<file path="config.mk">
export PLATFORM = sky130hd
export DESIGN_NAME = div_sequencer
export DESIGN_NICKNAME = d
export VERILOG_FILES = /design/src/rtl/div_sequencer.sv
export SDC_FILE = /design/constraint.sdc
export NUM_CORES = 1
export LEC_CHECK = 0
export ABC_AREA = 1
export BUFFER_PORTS_ARGS = -buffer_cell sky130_fd_sc_hd__buf_2
export CAP_MARGIN = 20
export CELL_PAD_IN_SITES_DETAIL_PLACEMENT = 1
export CELL_PAD_IN_SITES_GLOBAL_PLACEMENT = 1
export CORE_MARGIN = 2
export CORE_UTILIZATION = 42
export CTS_CLUSTER_DIAMETER = 200
export DETAILED_ROUTE_END_ITERATION = 8
export GPL_TIMING_DRIVEN = 0
export PLACE_DENSITY_LB_ADDON = 0.1
export SYNTH_ARGS = -nofsm -noshare
export SYNTH_HDL_FRONTEND = slang
export SYNTH_SLANG_ARGS = --single-unit
export TNS_END_PERCENT = 5
</file>
<file path="constraint.sdc">
create_clock -name clk -period 5.35 [get_ports clk]
set_input_delay 0.2675 -clock clk [delete_from_list [all_inputs] [get_ports clk]]
set_output_delay 0.2675 -clock clk [all_outputs]
set_load 0.02 [all_outputs]
</file>
<file path="src/rtl/div_sequencer.sv">
// div_sequencer: iterative radix-2 restoring divider for the execute stage.
// Serves div.w / mod.w / div.wu / mod.wu. Operands are latched on an
// in_valid/in_ready handshake, one quotient bit is produced per cycle, the
// sign fix-up is applied on entry to DONE, and the result is held until the
// consumer takes it with out_ready. A flush aborts any operation.
//
// Configuration macro: DIV_EARLY_OUT_EN
//   defined   : |x| < |y| (y != 0) finishes at accept with q=0, r=x.
//   undefined : every nonzero divisor takes the full DATA_W+1 cycle latency.
module div_sequencer #(
  parameter int DATA_W = 32,
  parameter int CNT_W  = 6
) (
  input  logic              clk,
  input  logic              reset,
  input  logic              flush,
  input  logic              in_valid,
  output logic              in_ready,
  input  logic              div_signed,
  input  logic              div_quot,
  input  logic [DATA_W-1:0] div_x,
  input  logic [DATA_W-1:0] div_y,
  output logic              out_valid,
  input  logic              out_ready,
  output logic [DATA_W-1:0] div_result,
  output logic              busy
);

  typedef enum logic [1:0] {
    IDLE = 2'd0,
    CALC = 2'd1,
    DONE = 2'd2
  } state_t;

  state_t state_q, state_d;

  logic [CNT_W-1:0]  cnt_q;
  logic              signed_q;
  logic              quot_q;
  logic              x_sign_q;
  logic              y_sign_q;
  logic [DATA_W-1:0] dvd_q;   // dividend bits shifting out, quotient bits shifting in
  logic [DATA_W-1:0] dsr_q;   // |y|
  logic [DATA_W-1:0] rem_q;   // partial remainder

  // Accept-cycle operand conditioning
  logic              x_neg, y_neg, y_zero, early_out;
  logic [DATA_W-1:0] x_abs, y_abs;

  // One restoring step
  logic [DATA_W:0]   shifted, diff;
  logic              q_bit, last_iter;
  logic [DATA_W-1:0] rem_next, quo_next, q_fix, r_fix;

  // Operand magnitudes and shortcut detection for the accept cycle
  always_comb begin
    x_neg  = div_signed & div_x[DATA_W-1];
    y_neg  = div_signed & div_y[DATA_W-1];
    // Two's-complement negation of the most negative value yields the same bit
    // pattern, which read as unsigned is exactly its magnitude.
    x_abs  = x_neg ? (~div_x + 1'b1) : div_x;
    y_abs  = y_neg ? (~div_y + 1'b1) : div_y;
    y_zero = (div_y == '0);
`ifdef DIV_EARLY_OUT_EN
    early_out = !y_zero && (x_abs < y_abs);
`else
    early_out = 1'b0;
`endif
  end

  // Shift-in, trial subtract and sign fix-up of the step's outcome
  always_comb begin
    shifted   = {rem_q, dvd_q[DATA_W-1]};
    diff      = shifted - {1'b0, dsr_q};
    q_bit     = ~diff[DATA_W];
    rem_next  = q_bit ? diff[DATA_W-1:0] : shifted[DATA_W-1:0];
    quo_next  = {dvd_q[DATA_W-2:0], q_bit};
    q_fix     = (signed_q & (x_sign_q ^ y_sign_q)) ? (~quo_next + 1'b1) : quo_next;
    r_fix     = (signed_q & x_sign_q) ? (~rem_next + 1'b1) : rem_next;
    last_iter = (cnt_q == CNT_W'(DATA_W - 1));
  end

  // State register
  always_ff @(posedge clk) begin
    // NOTE: every clocked assignment is non-blocking so all registers sample
    // pre-edge values; blocking here would create order-dependent races.
    if (reset) state_q <= IDLE;
    else       state_q <= state_d;
  end

  // Next-state logic; flush overrides every transition including an accept
  always_comb begin
    // NOTE: the default assignment first keeps every path assigned, so no
    // latch is inferred for state_d.
    state_d = state_q;
    unique case (state_q)
      IDLE:    if (in_valid) state_d = (y_zero || early_out) ? DONE : CALC;
      CALC:    if (last_iter) state_d = DONE;
      DONE:    if (out_ready) state_d = IDLE;
      default: state_d = IDLE;
    endcase
    if (flush) state_d = IDLE;
  end

  assign in_ready  = (state_q == IDLE);
  assign out_valid = (state_q == DONE);
  assign busy      = (state_q != IDLE);

  // Datapath: latch at accept, iterate in CALC, write the result on entry to DONE
  always_ff @(posedge clk) begin
    if (reset) begin
      cnt_q      <= '0;
      signed_q   <= 1'b0;
      quot_q     <= 1'b0;
      x_sign_q   <= 1'b0;
      y_sign_q   <= 1'b0;
      dvd_q      <= '0;
      dsr_q      <= '0;
      rem_q      <= '0;
      div_result <= '0;
    end else if (flush) begin
      cnt_q <= '0;
    end else begin
      unique case (state_q)
        IDLE: begin
          if (in_valid) begin
            signed_q <= div_signed;
            quot_q   <= div_quot;
            x_sign_q <= x_neg;
            y_sign_q <= y_neg;
            dvd_q    <= x_abs;
            dsr_q    <= y_abs;
            rem_q    <= '0;
            cnt_q    <= '0;
            if (y_zero)         div_result <= div_quot ? '1 : div_x;
            else if (early_out) div_result <= div_quot ? '0 : div_x;
          end
        end
        CALC: begin
          rem_q <= rem_next;
          dvd_q <= quo_next;
          if (last_iter) begin
            cnt_q      <= '0;
            div_result <= quot_q ? q_fix : r_fix;
          end else begin
            cnt_q <= cnt_q + CNT_W'(1);
          end
        end
        default: ;
      endcase
    end
  end

endmodule

</file>
==> metrics, run 1 <==
vias in the first global route 15.4k; first-pass GRT wire length 83.0 mm; antenna viol nets, final 0; synth unique cells 55; Nets 2485; final HPWL from detailed placement 44.2 mm; Worst-Skew Late Latency 460 ps; Detailed Route WL 54.4 mm; max_slew headroom 27.7%; final critical-path required period 5010 ps; Layout fillers 4381; largest net degree at the start of global routing 17; flip-flop and latch area 0.00280 mm^2; FFs w/ async S/R, synth 0%; Placement Cell Area 0.0138 mm^2; Post-Syn Area 0.0128 mm^2; total number of vias 15.5k; H-tree Lvls 4; Placed Instances 2745; CP Class reg2reg; Slew Limit Fails 0; core area 0.0299 mm^2; met2 track demand over resource 56.0%; maxcap violations 0; CP Launch Type register; EDFF count, synth 0; Max VDD drop 0.239 mV; sequential fraction of the synthesis area 21.9%; # port buffers 105; Clock Tree Buf Depth 2; Slowest-stage cell, CP fa_1; Iter 0 DRT Violations 1104; Top Usage Layer GRT met2; Core Util, Final 48.5%; top post-synthesis cells by count nand2_1, inv_1, nor2_1; TritonRoute pass-1 iters 5; Synth Register Bits 140; final hold vios 0; I/O pins 106; Global Route met1 Usage 46.1%; clock root buffer master clkbuf_16; Leak 7.36 nW; CP max FO 10; Final Cell Area 0.0145 mm^2; status finished, final reports clean; Worst-Margin Slew 1080 ps; CP endpoint kind register; footprint of the multi-input gates 0.00843 mm^2; Power Dens Cells 242 mW/mm^2; Final TNS setup 0 ps; Syn. warnings 0; Crit path top cell by count nand2_1; average cell area after synthesis 5.70 um^2; final setup vio count 0; GR Util met3 5.98%; aggregate global-route resource usage 34.3%; share of the synthesized area in the top cell type 21.9%; final worst-path cycle share 93.7%; CTS tree done; GP Congestion 0.919; Clk pin slew, worst setup/hold paths 70 ps; top_reg_cell synth dfxtp_1; Max Freq 0.199 GHz; Hold-fix buffers, CTS 0; leading area contributor after synthesis dfxtp_1; Layout area overhead 13.1%; Mapped Cells 2250; fin cells 2779; Num CTS Buffers 17; data required time of the worst path 5650 ps; # rows 63; die height 179 um; die area 0.0319 mm^2; Vias/cell 5.59; fraction of layout cells with a size suffix above 1 9.92%; drt drc 0; GRT overflow 0; Worst Hold Class in2reg; TritonCTS Sinks 140; CP arrival 5320 ps; top-count cell post-synth nand2_1; Synth Net Count 2359; Clock Skew 13.3 ps; die extent in x 179 um; CP peak stage delay 410 ps; starting density of the core 42.9%; top cells by area, synth dfxtp_1, nand2_1, inv_1; initial antenna violation count 3; Avg WL per Cell 19.6 um
-- final timing paths --
kind,from,endpoint,cells after the start,slack (ps)
worst max-delay path,dvd_q[31]$_SDFFE_PP0P_,div_result[28]$_SDFFE_PP0P_,31,340
worst min-delay path,div_y[1],dsr_q[1]$_SDFFE_PP0P_,3,90
worst min register to register,div_result[25]$_SDFFE_PP0P_,div_result[25]$_SDFFE_PP0P_,2,470
worst max register to register,dvd_q[31]$_SDFFE_PP0P_,div_result[28]$_SDFFE_PP0P_,31,340
-- per-stage QoR --
step                worst slack, ps  hold slack [ps]  power [mW]
detailed placement              253              458        2.17
CTS                             223             77.2        3.48
global route                  -16.7              108        3.66
finish                          336             87.5        3.51
floorplan                      1330              428        1.82
global placement                345              450        2.15
-- worst max-delay path: cells and delay by family, from the launching register on --
kind                       cells  cell delay, ps
DFF                            1             300
adders and majority gates      3             800
AOI/OAI and AO/OA              5             750
buffers and inverters          5             690
and+or+nand+nor               18            2300
-- state kept, by name, indices dropped and copies added (netlist names) --
signal / flops
div_result: 32
dsr_q: 32
dvd_q: 32
rem_q: 32
cnt_q: 6
state_q: 2
quot_q: 1
signed_q: 1
x_sign_q: 1
y_sign_q: 1
-- routing by layer --
metal | vias up | wire [um]
li1 | 7448 | -
met1 | 7494 | 24800
met2 | 510 | 24700
met3 | 86 | 3650
met4 | 2 | 1300
met5 | - | 13
-- timing repair --
item	in CTS	in global routing
setup buffers	0	2
gates resized for setup	0	6
endpoints found under the setup margin	0	4
-- cells by family (layout without fill, tap and decap cells) --
kind of cell	count (synthesis)	count (layout)	synth area share (%)
compound gates	409	409	17.6
xor+xnor	61	61	4.17
fa+ha+maj	38	38	3.77
buf+inv	406	544	12.6
flops	140	140	21.9
other cells	0	1	0
simple gates	1196	1196	40.0
-- cell usage in the layout, fill, tap and decap left out, types with 7 or more instances in the layout --
cell type	synthesis	routed
a21oi_1	191	191
a21oi_2	8	8
a31oi_1	22	22
buf_2	6	111
buf_6	7	7
clkbuf_1	63	63
clkbuf_16	0	17
dfxtp_1	140	140
ha_1	37	37
inv_1	313	313
nand2_1	727	727
nand2_2	28	28
nand3_1	123	121
nand3b_1	8	8
nand4_1	22	22
nor2_1	197	196
nor2_2	11	12
nor3_1	32	32
nor4_1	11	11
o211ai_1	21	21
o21ai_0	128	128
o21ai_1	10	9
o31ai_1	7	7
xnor2_1	11	11
xor2_1	50	50
-- final cells by class --
class	count	share of cell area, %
Clock inverter	13	1.23
Sequential cell	140	19.3
Buffer	85	2.86
Antenna cell	1	0.0173
Tap cell	390	3.37
Multi-Input combinational cell	1704	58.1
Timing Repair Buffer	107	3.73
Inverter	321	8.31
Clock buffer	18	3.03
-- where the power goes --
| part | internal [mW] | switching (mW) | leakage, nW |
|---|---|---|---|
| logic | 0.313 | 0.751 | 5.92 |
| clock network | 0.757 | 0.555 | 0.301 |
| registers | 1.09 | 0.0424 | 1.14 |
| total | 2.16 | 1.35 | 7.36 |
Power figures use the tool's default switching activity.
==> run 2: changes to the inputs <==
==> constraint.sdc (replaced) <==
create_clock -name clk -period 5.3 [get_ports clk]
set_input_delay 0.265 -clock clk [delete_from_list [all_inputs] [get_ports clk]]
set_output_delay 0.265 -clock clk [all_outputs]
set_load 0.02 [all_outputs]
==> run 2 against run 1 <==
Effect of this change:
- utilization about the same
- register-to-register slack improved by 60 ps
- global-route usage unchanged
- worst setup slack improved by 55 ps
- power increased by 0.92%
- design area about the same
- non-clock buffer count decreased by 1
- clock power about the same
- critical path type unchanged
==> metrics, run 2 (synthesis gave the netlist of run 1 again) <==
CTS tree done; Clock Tree Buf Depth 2 (unchanged); die extent in x 179 um (unchanged); flip-flop and latch area 0.00280 mm^2 (unchanged); Slowest-stage cell, CP fa_1; antenna viol nets, final 0 (unchanged); TritonCTS Sinks 140 (unchanged); worst r2r src dvd_q[31]$_SDFFE_PP0P_; first-pass GRT wire length 83.0 mm (unchanged); CP peak stage delay 410 ps (about the same); aggregate global-route resource usage 34.3% (unchanged); Setup crit end div_result[28]$_SDFFE_PP0P_; die height 179 um (unchanged); # port buffers 105 (unchanged); starting density of the core 42.9% (unchanged); final hold vios 0 (unchanged); Hold Crit Start div_y[1]; Layout fillers 4383 (+0.046%); Slew Limit Fails 0 (unchanged); Max VDD drop 0.242 mV (+1.2%); most common cell after layout, fill and taps aside nand2_1; clock root buffer master clkbuf_16; Worst R2R Setup Slack 390 ps (+60 ps); drt drc 0 (unchanged); fin cells 2778 (-0.036%); Worst-Skew Late Latency 460 ps (about the same); fraction of layout cells with a size suffix above 1 9.89% (-0.038 points); vias in the first global route 15.4k (unchanged); total power 3.54 mW (+0.92%); die area 0.0319 mm^2 (unchanged); dpl ws 203 ps (-50.0 ps); Detailed Route WL 54.4 mm (-0.15%); Leak 7.35 nW (about the same); Iter 0 DRT Violations 1139 (+3.2%); Final Cell Area 0.0145 mm^2 (about the same); # rows 63 (unchanged); I/O pins 106 (unchanged); Core Util, Final 48.5% (about the same); footprint of the multi-input gates 0.00843 mm^2 (unchanged); Vias/cell 5.59 (-0.12%); final hold slack 83.4 ps (-4.09 ps); final critical-path required period 4910 ps (-105 ps); Placement Cell Area 0.0138 mm^2 (unchanged); R2R depth 30 (-3.2%); commonest cells after routing, fill and taps aside nand2_1, inv_1, nor2_1, a21oi_1, dfxtp_1; CP Class reg2reg; final HPWL from detailed placement 44.2 mm (unchanged); Power Dens Cells 244 mW/mm^2 (+1.0%); Final TNS setup 0 ps (unchanged); crit path from dvd_q[31]$_SDFFE_PP0P_; initial antenna violation count 3 (unchanged); Worst-Margin Slew 1080 ps (+5.92 ps); Num CTS Buffers 17 (unchanged); max_slew headroom 27.9% (+0.16 points); Layout area overhead 13.0% (about the same); maxcap violations 0 (unchanged); largest net degree at the start of global routing 17 (unchanged); data required time of the worst path 5610 ps (-40 ps); core area 0.0299 mm^2 (unchanged); Nets 2484 (-0.040%); Worst Hold Class in2reg; total number of vias 15.5k (-0.15%); GP Congestion 0.919 (unchanged); CP max FO 19 (+9); H-tree Lvls 4 (unchanged); Clock Skew 14.0 ps (+0.781 ps); Crit path top cell by count nand2_1; status finished, final reports clean; CP Launch Type register; CP arrival 5220 ps (-100 ps); Avg WL per Cell 19.6 um (-0.12%); CP endpoint kind register; TritonRoute pass-1 iters 5 (unchanged); Clk pin slew, worst setup/hold paths 70 ps (about the same); GRT overflow 0 (unchanged); Max Freq 0.204 GHz (+2.1%); RSZ-0062 raised after global routing false; Placed Instances 2745 (unchanged); worst setup margin 391 ps (+55.0 ps); final setup vio count 0 (unchanged); reg2reg end div_result[28]$_SDFFE_PP0P_; final worst-path cycle share 92.6% (-1.1 points)
run 2: changes by cell type in the layout (fill, tap and decap cells not counted), sizes merged:
cell,before,now
buf,129,128
run 2: critical path: cells and delay by family, from the launching register on:
| family | cells | cell delay [ps] |
|---|---|---|
| AND/OR/NAND/NOR | 18 | 2300 |
| adder cells (fa/ha/maj) | 3 | 820 |
| AO/OA/AOI/OAI | 5 | 780 |
| buffers and inverters | 4 | 550 |
| flip-flops | 1 | 300 |
run 2: worst min path at each step:
| stage | to | depth (start not counted) |
|---|---|---|
| after global placement | div_result[28]$_SDFFE_PP0P_ | 2 |
| after CTS | dsr_q[1]$_SDFFE_PP0P_ | 3 |
| after global routing | dsr_q[1]$_SDFFE_PP0P_ | 3 |
| final | dsr_q[1]$_SDFFE_PP0P_ | 3 |
| after floorplan | dsr_q[1]$_SDFFE_PP0P_ | 2 |
| after detailed placement | div_result[25]$_SDFFE_PP0P_ | 2 |
run 2: routing by layer:
metal  track usage, %  part of all wire, %
met3             5.98                  6.8
met1             46.1                   45
met4             10.3                  2.5
met5                0                0.024
met2             56.0                   45
run 2: layout make-up:
class,count,share of cell area (%)
flip-flops and latches,140,19.3
diodes,1,0.0173
well taps,390,3.37
repair buffers,107,3.73
clock buffers,18,3.03
multi-input cells,1704,58.2
inverters,321,8.32
clock inverters,13,1.23
plain buffers,84,2.78
run 2: where the power goes:
group          switching (mW)  total [mW]  internal (mW)
Clock                   0.560        1.32          0.764
Sequential             0.0427        1.14           1.10
Combinational           0.757        1.07          0.315
run 2: repair_timing:
item | CTS | global route
endpoints found under the setup margin | 0 | 5
setup buffers | 0 | 2
resized for setup | 0 | 6
endpoints found under the hold margin | 0 | 0
hold buffers | 0 | 0
==> run 3: changes to the inputs <==
--- a/config.mk
+++ b/config.mk
@@ -11,7 +11,7 @@
 export CELL_PAD_IN_SITES_DETAIL_PLACEMENT = 1
 export CELL_PAD_IN_SITES_GLOBAL_PLACEMENT = 1
 export CORE_MARGIN = 2
-export CORE_UTILIZATION = 42
+export CORE_UTILIZATION = 46
 export CTS_CLUSTER_DIAMETER = 200
 export DETAILED_ROUTE_END_ITERATION = 8
 export GPL_TIMING_DRIVEN = 0
==> constraint.sdc (replaced) <==
create_clock -name clk -period 5.9 [get_ports clk]
set_input_delay 0.295 -clock clk [delete_from_list [all_inputs] [get_ports clk]]
set_output_delay 0.295 -clock clk [all_outputs]
set_load 0.02 [all_outputs]
==> run 3 against run 2 <==
Effect of this change:
- register-to-register slack improved by 190 ps
- critical endpoint unchanged
- fmax decreased by 7.7%
- design area decreased by 0.44%
- count of clock-buffer cells in the layout decreased by 1
- combinational power decreased by 11%
- worst setup slack improved by 190 ps
- global-route usage increased by 3.0 points
- sequential share of layout area increased by 0.086 points
- critical path type unchanged
- via count increased by 1.8%
- critical path depth increased by 1
- die area decreased by 8.5%
==> metrics, run 3 (synthesis gave the netlist of run 1 again) <==
Hold Crit Start div_y[1]; Clk pin slew, worst setup/hold paths 80 ps (about the same); Post-CTS Setup Inserts 0 (unchanged); most common cell after layout, fill and taps aside nand2_1; Worst Hold Class in2reg; status finished, final reports clean; GRT overflow 0 (unchanged); largest net degree at the start of global routing 17 (unchanged); Avg WL per Cell 19.7 um (+0.46%); CP peak stage delay 420 ps (about the same); Nets 2483 (-0.040%); CP endpoint kind register; # rows 61 (-3.2%); drt drc 0 (unchanged); clock root buffer master clkbuf_16; Num CTS Buffers 17 (unchanged); H-tree Lvls 4 (unchanged); reg2reg end div_result[28]$_SDFFE_PP0P_; worst r2r src dvd_q[31]$_SDFFE_PP0P_; core area 0.0276 mm^2 (-7.5%); die height 171 um (-4.3%); total number of vias 15.8k (+1.8%); max_slew headroom 31.6% (+3.7 points); antenna viol nets, final 0 (unchanged); Worst R2R Setup Slack 580 ps (+190 ps); hold path cells 3 (unchanged); GP Congestion 0.961 (+4.6%); CP Launch Type register; CP arrival 5630 ps (+410 ps); Power Dens Cells 217 mW/mm^2 (-11%); Detailed Route WL 54.4 mm (about the same); I/O pins 106 (unchanged); Leak 7.33 nW (-0.22%); CP max FO 10 (-9); final hold slack 139 ps (+56.0 ps); Slew Limit Fails 0 (unchanged); Max Freq 0.188 GHz (-7.7%); Final TNS setup 0 ps (unchanged); # port buffers 105 (unchanged); PostCTS Resize Cnt 0 (unchanged); final setup vio count 0 (unchanged); final hold vios 0 (unchanged); Clock Skew 14.9 ps (+0.912 ps); Slowest-stage cell, CP fa_1; R2R depth 31 (+3.3%); Worst-Margin Slew 1030 ps (-55.4 ps); Hold-fix buffers, CTS 0 (unchanged); die extent in x 171 um (-4.3%); final worst-path cycle share 90.2% (-2.5 points); aggregate global-route resource usage 37.2% (+3.0 points); Max VDD drop 0.151 mV (-38%); Clock Tree Buf Depth 2 (unchanged); first-pass GRT wire length 83.7 mm (+0.84%); maxcap violations 0 (unchanged); data required time of the worst path 6210 ps (+600 ps); commonest cells after routing, fill and taps aside nand2_1, inv_1, nor2_1, a21oi_1, dfxtp_1; final HPWL from detailed placement 43.7 mm (-1.2%); CP Class reg2reg; RSZ-0062 raised after global routing false; Iter 0 DRT Violations 1244 (+9.2%); TritonRoute pass-1 iters 5 (unchanged); fraction of layout cells with a size suffix above 1 9.72% (-0.17 points); starting density of the core 46.4% (+3.5 points); hold path endpoint dsr_q[1]$_SDFFE_PP0P_; final critical-path required period 5320 ps (+411 ps); initial antenna violation count 4 (+1); CTS tree done; vias in the first global route 15.7k (+1.6%); Worst-Skew Late Latency 450 ps (about the same); die area 0.0292 mm^2 (-8.5%); Layout area overhead 12.5%; TritonCTS Sinks 140 (unchanged); Vias/cell 5.71 (+2.2%)
[run 3: changes by cell type in the layout (fill, tap and decap cells not counted), sizes merged]
cell / previous run / this run
diode: 1 / 2
inv: 324 / 327
clkbuf: 81 / 80
clkinvlp: 1 / 0
buf: 128 / 127
bufinv: 3 / 1
clkinv: 6 / 8
[run 3: worst max path at each step]
stage / from / endpoint / slack [ps] / depth (start not counted)
after floorplan: dvd_q[31]$_SDFFE_PP0P_ / div_result[28]$_SDFFE_PP0P_ / 1880 / 31
after global placement: dvd_q[31]$_SDFFE_PP0P_ / div_result[28]$_SDFFE_PP0P_ / 880 / 31
after detailed placement: dvd_q[31]$_SDFFE_PP0P_ / div_result[28]$_SDFFE_PP0P_ / 740 / 31
after CTS: dvd_q[31]$_SDFFE_PP0P_ / div_result[28]$_SDFFE_PP0P_ / 660 / 31
after global routing: dvd_q[31]$_SDFFE_PP0P_ / div_result[28]$_SDFFE_PP0P_ / 220 / 31
final: dvd_q[31]$_SDFFE_PP0P_ / div_result[28]$_SDFFE_PP0P_ / 580 / 31
[run 3: critical path, delay by kind of cell (launching register included)]
kind,cells,cell delay [ps]
adder cells (fa/ha/maj),3,820
AND/OR/NAND/NOR,18,2550
AO/OA/AOI/OAI,5,840
buffers and inverters,5,680
flip-flops,1,300
[run 3: metal layers]
| layer | wire (um) | global-route usage, % |
|---|---|---|
| met1 | 24000 | 49.6 |
| met2 | 24400 | 60.0 |
| met3 | 4090 | 6.41 |
| met4 | 1890 | 14.4 |
| met5 | 32 | 0 |
[run 3: through the flow]
stage / cell area, um^2 / total power, mW / util (%) / instances / worst slack (ps)
finish: 14400 / 3.13 / 52.2 / 2767 / 579
global route: 14400 / 3.26 / 52.2 / 2765 / 218
CTS: 14400 / 3.11 / 52.2 / 2765 / 665
detailed placement: 13800 / 1.96 / 50.0 / 2733 / 736
global placement: 13800 / 1.93 / 50.0 / 2733 / 880
floorplan: 12800 / 1.65 / - / 2250 / 1880
[run 3: final cells by class]
type                       count  area (um^2)
fill                        4145        13200
antenna                        2         5.00
timing repair buffer         105          526
tap                          378          473
inverter                     321         1200
clock buffer                  17          425
buffer                        85          414
clock inverter                15          174
sequential                   140         2800
multi-input combinational   1704         8400
[run 3: power by group]
group	internal [mW]	switching, mW
sequential	0.988	0.0382
clock	0.608	0.543
combinational	0.277	0.679
total	1.87	1.26
